## src/rtl/adder_arbiter.sv

```systemverilog
// Round-robin / fixed-priority arbiter that feeds one shared pipelined adder and
// routes each sum back to its requester through a {valid, tag} shadow pipeline.
module adder_arbiter #(
    parameter int N_REQ   = 4,
    parameter int ID_W    = 2,
    parameter int ADD_LAT = 2
) (
    input  logic                      clk,
    input  logic                      rst,
    input  logic                      rr_en,
    input  logic [N_REQ-1:0]          req,
    input  logic [16*N_REQ-1:0]       req_n1,
    input  logic [16*N_REQ-1:0]       req_n2,
    output logic [N_REQ-1:0]          gnt,
    output logic signed [15:0]        add_n1,
    output logic signed [15:0]        add_n2,
    input  logic signed [16:0]        add_sum,
    output logic [N_REQ-1:0]          rsp_valid,
    output logic signed [16:0]        rsp_sum,
    output logic [ID_W-1:0]           rsp_id,
    output logic [15:0]               op_count
);
    localparam int DATA_W = 16;
    localparam int STAGES = ADD_LAT + 1;

    function automatic logic [15:0] sat_inc(input logic [15:0] v);
        return (v == 16'hFFFF) ? v : v + 16'd1;
    endfunction

    logic signed [DATA_W-1:0] w_n1 [N_REQ];
    logic signed [DATA_W-1:0] w_n2 [N_REQ];
    logic                     w_gnt_any;
    logic [ID_W-1:0]          w_gnt_idx;
    logic [ID_W-1:0]          w_ptr_next;

    logic [ID_W-1:0]          r_ptr;
    logic [15:0]              r_op_count;
    logic signed [DATA_W-1:0] r_n1_p0;
    logic signed [DATA_W-1:0] r_n2_p0;
    logic [STAGES-1:0]        r_vld_p;
    logic [ID_W-1:0]          r_tag_p [STAGES];

    for (genvar g = 0; g < N_REQ; g++) begin : g_unpack
        assign w_n1[g] = req_n1[DATA_W*g +: DATA_W];
        assign w_n2[g] = req_n2[DATA_W*g +: DATA_W];
    end

    // Arbitration: scan from ptr (round-robin) or from 0 (fixed), first asserted wins
    always_comb begin : arb_sel
        int idx;
        w_gnt_any = 1'b0;
        w_gnt_idx = '0;
        idx       = 0;
        for (int k = 0; k < N_REQ; k++) begin
            idx = rr_en ? (int'(r_ptr) + k) % N_REQ : k;
            if (!w_gnt_any && req[idx[ID_W-1:0]]) begin
                w_gnt_any = 1'b1;
                w_gnt_idx = ID_W'(idx);
            end
        end
        if (rst) begin
            w_gnt_any = 1'b0;
        end
    end

    assign gnt        = w_gnt_any ? (N_REQ'(1) << w_gnt_idx) : '0;
    assign w_ptr_next = (int'(w_gnt_idx) == N_REQ - 1) ? '0 : w_gnt_idx + 1'b1;

    // Stage p0: operand issue register; gnt is forced low in reset, so this clears too
    always_ff @(posedge clk) begin
        r_n1_p0 <= w_gnt_any ? w_n1[w_gnt_idx] : '0;
        r_n2_p0 <= w_gnt_any ? w_n2[w_gnt_idx] : '0;
    end

    // Stages p0..pN: valid/tag shadow of the adder pipeline plus arbiter state
    always_ff @(posedge clk) begin
        if (rst) begin
            r_vld_p    <= '0;
            for (int s = 0; s < STAGES; s++) r_tag_p[s] <= '0;
            r_ptr      <= '0;
            r_op_count <= '0;
        end else begin
            r_vld_p    <= {r_vld_p[STAGES-2:0], w_gnt_any};
            r_tag_p[0] <= w_gnt_idx;
            for (int s = 1; s < STAGES; s++) r_tag_p[s] <= r_tag_p[s-1];
            if (w_gnt_any) begin
                if (rr_en) r_ptr <= w_ptr_next;
                r_op_count <= sat_inc(r_op_count);
            end
        end
    end

    // Response: last shadow stage lines up with the adder's registered sum
    assign add_n1    = r_n1_p0;
    assign add_n2    = r_n2_p0;
    assign rsp_valid = r_vld_p[STAGES-1] ? (N_REQ'(1) << r_tag_p[STAGES-1]) : '0;
    assign rsp_id    = r_tag_p[STAGES-1];
    assign rsp_sum   = add_sum;
    assign op_count  = r_op_count;

endmodule

```

## config.mk

```make
export PLATFORM = sky130hd
export DESIGN_NAME = adder_arbiter
export DESIGN_NICKNAME = d
export VERILOG_FILES = /design/src/rtl/adder_arbiter.sv
export SDC_FILE = /design/constraint.sdc
export NUM_CORES = 1
export LEC_CHECK = 0
export CORE_AREA = 2 2 98 100
export CTS_CLUSTER_SIZE = 30
export DETAILED_ROUTE_END_ITERATION = 6
export DIE_AREA = 0 0 100 102
export PLACE_DENSITY = 0.86
export SYNTH_ARGS = -nofsm -noshare
export SYNTH_HDL_FRONTEND = slang
export SYNTH_SLANG_ARGS = --single-unit
```

## constraint.sdc

```tcl
create_clock -name clk -period 2.4 [get_ports clk]
set_input_delay 0.24 -clock clk [delete_from_list [all_inputs] [get_ports clk]]
set_output_delay 0.24 -clock clk [all_outputs]
set_load 0.005 [all_outputs]
```

# --- Word level (Yosys, flattened, before mapping) ---
# Memories as Yosys holds them, arrays and structs flattened.
# Cells that the tools add are included.
totals:
  reg_bits: 53
  input_bits: 152
  ramBits: 6
  elab_cells: 69
  n_memories: 1
  out_inout_bits: 75
  latch_bits: 0
  romBits: 0
classes:
  div_mod_pow: 0
  mux: 36
  order_cmp: 5
  n_eq_ne: 2
  n_reduce_logical: 8
  shifts: 2
  mul: 0
  bitwise_logic: 5
  add_sub_neg: 5
mem_list:
  columns: ["memory", "depth", "word_bits", "rd", "rd_clocked_by_memory_dff", "write_ports", "line_no", "text"]
  rows:
  - ["r_tag_p", 3, 2, 3, 0, 3, "41", "logic [ID_W-1:0] r_tag_p [STAGES];"]
op_table:
  columns: ["operator", "n"]
  rows:
  - ["$bmux W16 S2", 2]
  - ["$mux W16", 4]
  - ["$mux W2", 12]
  - ["$add A16 B1 Y16 const B", 1]
  - ["$eq A16 B16 Y1 const B", 1]
  - ["$lt A2 B3 Y1 const B", 4]
  - ["$mux W1", 12]
  - ["$bmux W1 S2", 4]
  - ["$mux W4", 2]
  - ["$shl A1 B2 Y4 const A", 2]
  - ["$add A2 B1 Y2 const B", 2]
  - ["$add A2 B2 Y2 const B", 2]
  - ["$reduce_and A2 Y1", 2]
  - ["$ge A3 B3 Y1 const B", 1]
  - ["$logic_and A1 B1 Y1", 3]
  - ["$logic_not A1 Y1", 3]
  - ["$not A2 Y3", 1]
  - ["$or A1 B1 Y1", 3]
  - ["$eq A2 B1 Y1 const B", 1]
  - ["$not A1 Y1", 1]

# --- Depth between registers and ports, before layout ---
depth:
  depth_word: 17
  ltp_mapped: 11
  depth_no_buf: 6

# --- Worst setup path after synthesis ---
# Ideal clock, no wire load.
synth_timing:
  path_type: "register -> output"
  start: "reg r_ptr[0]"
  end: "out gnt[3]"
  setup_slack_ps: 437
  t_arrival_ps: 1723
  path_stages_with_launch: 11
  path_buffers: 5
  required_time_ps: 2160
  path_cell_list: "dfxtp_1 buf_2 buf_6 and3b_1 o31ai_1 o2111a_1 buf_4 buf_8 buf_12 inv_1 nor3_2"
synth_via:
  elab_chain_cells: 15
  elab_cells_between_ends: 32
  classes_between: "add/sub (3); shift (1); mux (22); reduce/logical (6)"
synth_rtl:
  columns: ["element", "line_no", "text"]
  rows:
  - ["start: declaration", "36", "logic [ID_W-1:0] r_ptr;"]
  - ["start signal: assignment", "87", "if (rr_en) r_ptr <= w_ptr_next;"]
  - ["parallel branches: the longest is 14 deep, another holds $add A2 B1 Y2", null, null]
  - ["$mux W4 (*)", "66", "assign gnt = w_gnt_any ? (N_REQ'(1) << w_gnt_idx) : '0;"]
  - ["end: declaration", "14", "output logic [N_REQ-1:0] gnt,"]
# Every way passes the cells marked *. The select of a mux whose other input is x is not followed.

# --- Worst setup path after layout ---
layout_timing:
  start: "in req[1]"
  end: "reg r_n2_p0[12] (netlist: add_n2[12])"
layout_via:
  elab_chain_cells: 16
  elab_cells_between_ends: 27
  classes_between: "mux (20); bitwise (1); reduce/logical (6)"
layout_rtl:
  columns: ["element", "line_no", "text"]
  rows:
  - ["start: declaration", "11", "input logic [N_REQ-1:0] req,"]
  - ["$bmux W1 S2", "56", "if (!w_gnt_any && req[idx[ID_W-1:0]]) begin"]
  - ["$mux W1 (not written as such)", "56", null]
  - ["$mux W1", "56", null]
  - ["$logic_not A1 Y1", "56", null]
  - ["$logic_and A1 B1 Y1", "56", null]
  - ["$mux W1", "56", null]
  - ["$logic_not A1 Y1", "56", null]
  - ["$logic_and A1 B1 Y1", "56", null]
  - ["$mux W1", "56", null]
  - ["$logic_not A1 Y1", "56", null]
  - ["$logic_and A1 B1 Y1", "56", null]
  - ["$mux W2", "56", null]
  - ["$not A2 Y3 (not written as such)", "72", "r_n2_p0 <= w_gnt_any ? w_n2[w_gnt_idx] : '0;"]
  - ["$bmux W16 S2", "72", null]
  - ["$mux W16 (not written as such) (2 in series)", "72", null]
  - ["end signal: assignment", "72", null]
  - ["end: declaration", "39", "logic signed [DATA_W-1:0] r_n2_p0;"]
# Several ways; a longest one is shown, not always the timed one. The select of a mux whose other input is x is not followed.
# A chain may end at the register's enable or synchronous reset.

==> flow_summary.toml <==
[run_status]
outcome = "completed"

[synth]
synth_async_sr_flop_share = 0
syn_area_sq_mm = 0.00314
synth_edf_count = 0
synth_top_area_share = 0.376
ys_seq_area_frac = 0.376
synth_area_leader_cell = "dfxtp_1"
syn_inst = 328
ys_warn_count = 0
ys.flop_type = "dfxtp_1"
synth.area.top_cells = "dfxtp_1 (38%), mux2i_1 (21%), o22ai_1 (6.6%), buf_4 (6.2%), xor2_1 (3.3%)"
ys_ff_latch = 59
syn-num-nets = 481
avgSynthCellArea_sq_um = 9.58
synth_cell_types = 45

[critical_path]
required_ns = 2.60
critPathKind = "input pin to flip-flop"
start_kind = "input pin"
rrSetupSlack_ns = 0.16
end_kind = "flip-flop"
cp_max_fo = 10
worstPathArrival_ns = 2.52

[sta]
hold_viol = 0
tightest_slew_ns = 0.633
setup_ws_ns = 0.0789
rsz0062_at_grt = "no"
min_period_over_period = 0.967
fmax_ghz = 0.431
final-setup-viol-count = 0
maxSlewViolCount = 0
fin_skew_ns = 0.0105
slew_headroom = 0.574
fin_crit_ns = 2.32

[placed_design]
dpl_cell_area_sq_mm = 0.00508
dp_slack_ns = -0.264
place_hpwl_microns = 7520
io_buffers = 192
place_congestion = 0.967

[grt]
grt.total_usage = 0.190
antenna_found_initial = 0
grt_first_pass_wirelength_microns = 15200
grt_max_degree = 39
grt_pass1_vias = 3145
grt-ovfl-total = 0

[pwr]
peakVddDrop_mv = 0.289
p_total_uw = 2980
power.density_mw_per_mm2 = 549
p_leak_uw = 0.00209

[final_layout]
fillCellCount = 770
n_antenna_cell = 0
final_util = 0.597
drive_gt1_frac = 0.121
area_delta_synth_final_pct = 73.0
fin_nets = 669
fin_area_sq_mm = 0.00543

[routing]
vias = 3160
wl_microns = 10000
detail-route-antenna-nets = 0
avgViaCountPerCell = 5.00
dr.pass1.iters = 4
drcViolationCount = 0
drt_iter0_drc = 71
routedWlPerCell_microns = 15.9

[die]
io_pins = 227
rows = 35
design.core.area_sq_mm = 0.00911
start_util = 0.345
die_area_sq_mm = 0.0102
die_h_microns = 102
fp.dieW_microns = 100

[hold_path]
hold_path.class = "flip-flop to flip-flop"

[clocking]
root_buffer = "clkbuf_8"
clockBufferDepth = 2
cts_tree = "done"
insertion_delay_ns = 0.33
clkTransAtPathRegs_ns = 0.08
clock_sinks = 59
cts_max_level = 3
cts_buffers = 9

[job]
drv_cap = 0
[critical path, cell delays in order]
cell and delay, ns:
clkdlybuf4s50_1 0.44, buf_4 0.18, or3b_1 0.41, o21ai_2 0.08
nand2_1 0.08, o2111a_4 0.18, buf_4 0.14, buf_4 0.13
buf_4 0.17, buf_16 0.17, mux2i_2 0.19, o22ai_1 0.12
[layout by cell type, fill, tap and decap left out, drive strengths merged, types with 6 or more instances in the layout]
master	n
xor2	12
nand3	8
dlygate4sd2	6
o22ai	33
buf	27
clkbuf	12
dfxtp	59
clkdlybuf4s50	185
nor2	24
mux2i	65
nor2b	7
nand2	13
[metal layers]
layer / up-vias / wire, microns / track usage
li1: 1541 / - / -
met2: 156 / 5190 / 0.336
met3: 19 / 830 / 0.0622
met5: - / 0 / 0
met1: 1444 / 3810 / 0.214
met4: 0 / 194 / 0.0759
[kinds of logic after synthesis]
family / count (synthesis) / share of synthesized area
simple gates: 84 / 0.145
mux: 66 / 0.211
flops: 59 / 0.376
compound gates: 53 / 0.114
buf+inv: 49 / 0.106
xor+xnor: 16 / 0.0446
fa+ha+maj: 1 / 0.00398
[flip-flops by register name (all words and copies together), names as in the netlist]
name,flops
add_n1,16
add_n2,16
op_count,16
r_ptr,2
r_tag_p,6
r_vld_p,3
[power by group]
part | switching (uW) | internal (uW)
sequential | 42.7 | 1080
combinational | 364 | 609
clock | 415 | 475
[path summary, 6_finish.rpt]
| path | end | depth (start not counted) | start |
|---|---|---|---|
| worst max-delay path | add_n2[12] | 12 | req[1] |
| worst min-delay path | r_tag_p[0][2] | 1 | r_tag_p[0][0] |
| worst min register to register | r_tag_p[0][2] | 1 | r_tag_p[0][0] |
| worst max register to register | add_n2[12] | 10 | r_ptr[0] |
[through the flow]
step | hold slack [ns] | setup TNS, ns | std cells
floorplan | 0.414 | 0 | 328
detailed placement | 0.434 | -4.20 | 609
CTS | 0.443 | 0 | 629
finish | 0.436 | 0 | 632
global route | 0.463 | 0 | 632
global placement | 0.416 | -1.19 | 609
[area by class of cell]
type	count	area (sq um)	share of cell area
clock buffers	9	124	0.0228
clock inverters	7	68.8	0.0127
inverters	5	18.8	0.00345
multi-input cells	220	1710	0.315
flip-flops and latches	59	1190	0.219
well taps	111	139	0.0256
repair buffers	221	2190	0.402
[cells in the mapped netlist (2+ instances only)]
cell type,number
nor3_1,2
nor2_1,24
a211oi_1,3
nand2b_1,5
mux2i_1,65
clkbuf_1,3
or4_1,2
dfxtp_1,59
o22ai_1,33
xor2_1,12
o31ai_1,2
nand3_1,8
buf_2,12
and4_1,2
xnor2_1,4
a221oi_1,2
nand4_1,5
nor2b_1,7
buf_4,26
and3b_1,2
nand3b_1,2
o21ai_0,3
nor3b_1,3
nand2_1,13
a21oi_1,5
inv_1,5
[timing repair]
item	in CTS	in global routing
resized for setup	15	14
buffers inserted	4	0
gates cloned	0	3
pin swaps	2	1
hold buffers	0	0
setup endpoints to repair	4	9
Power figures use the tool's default switching activity.
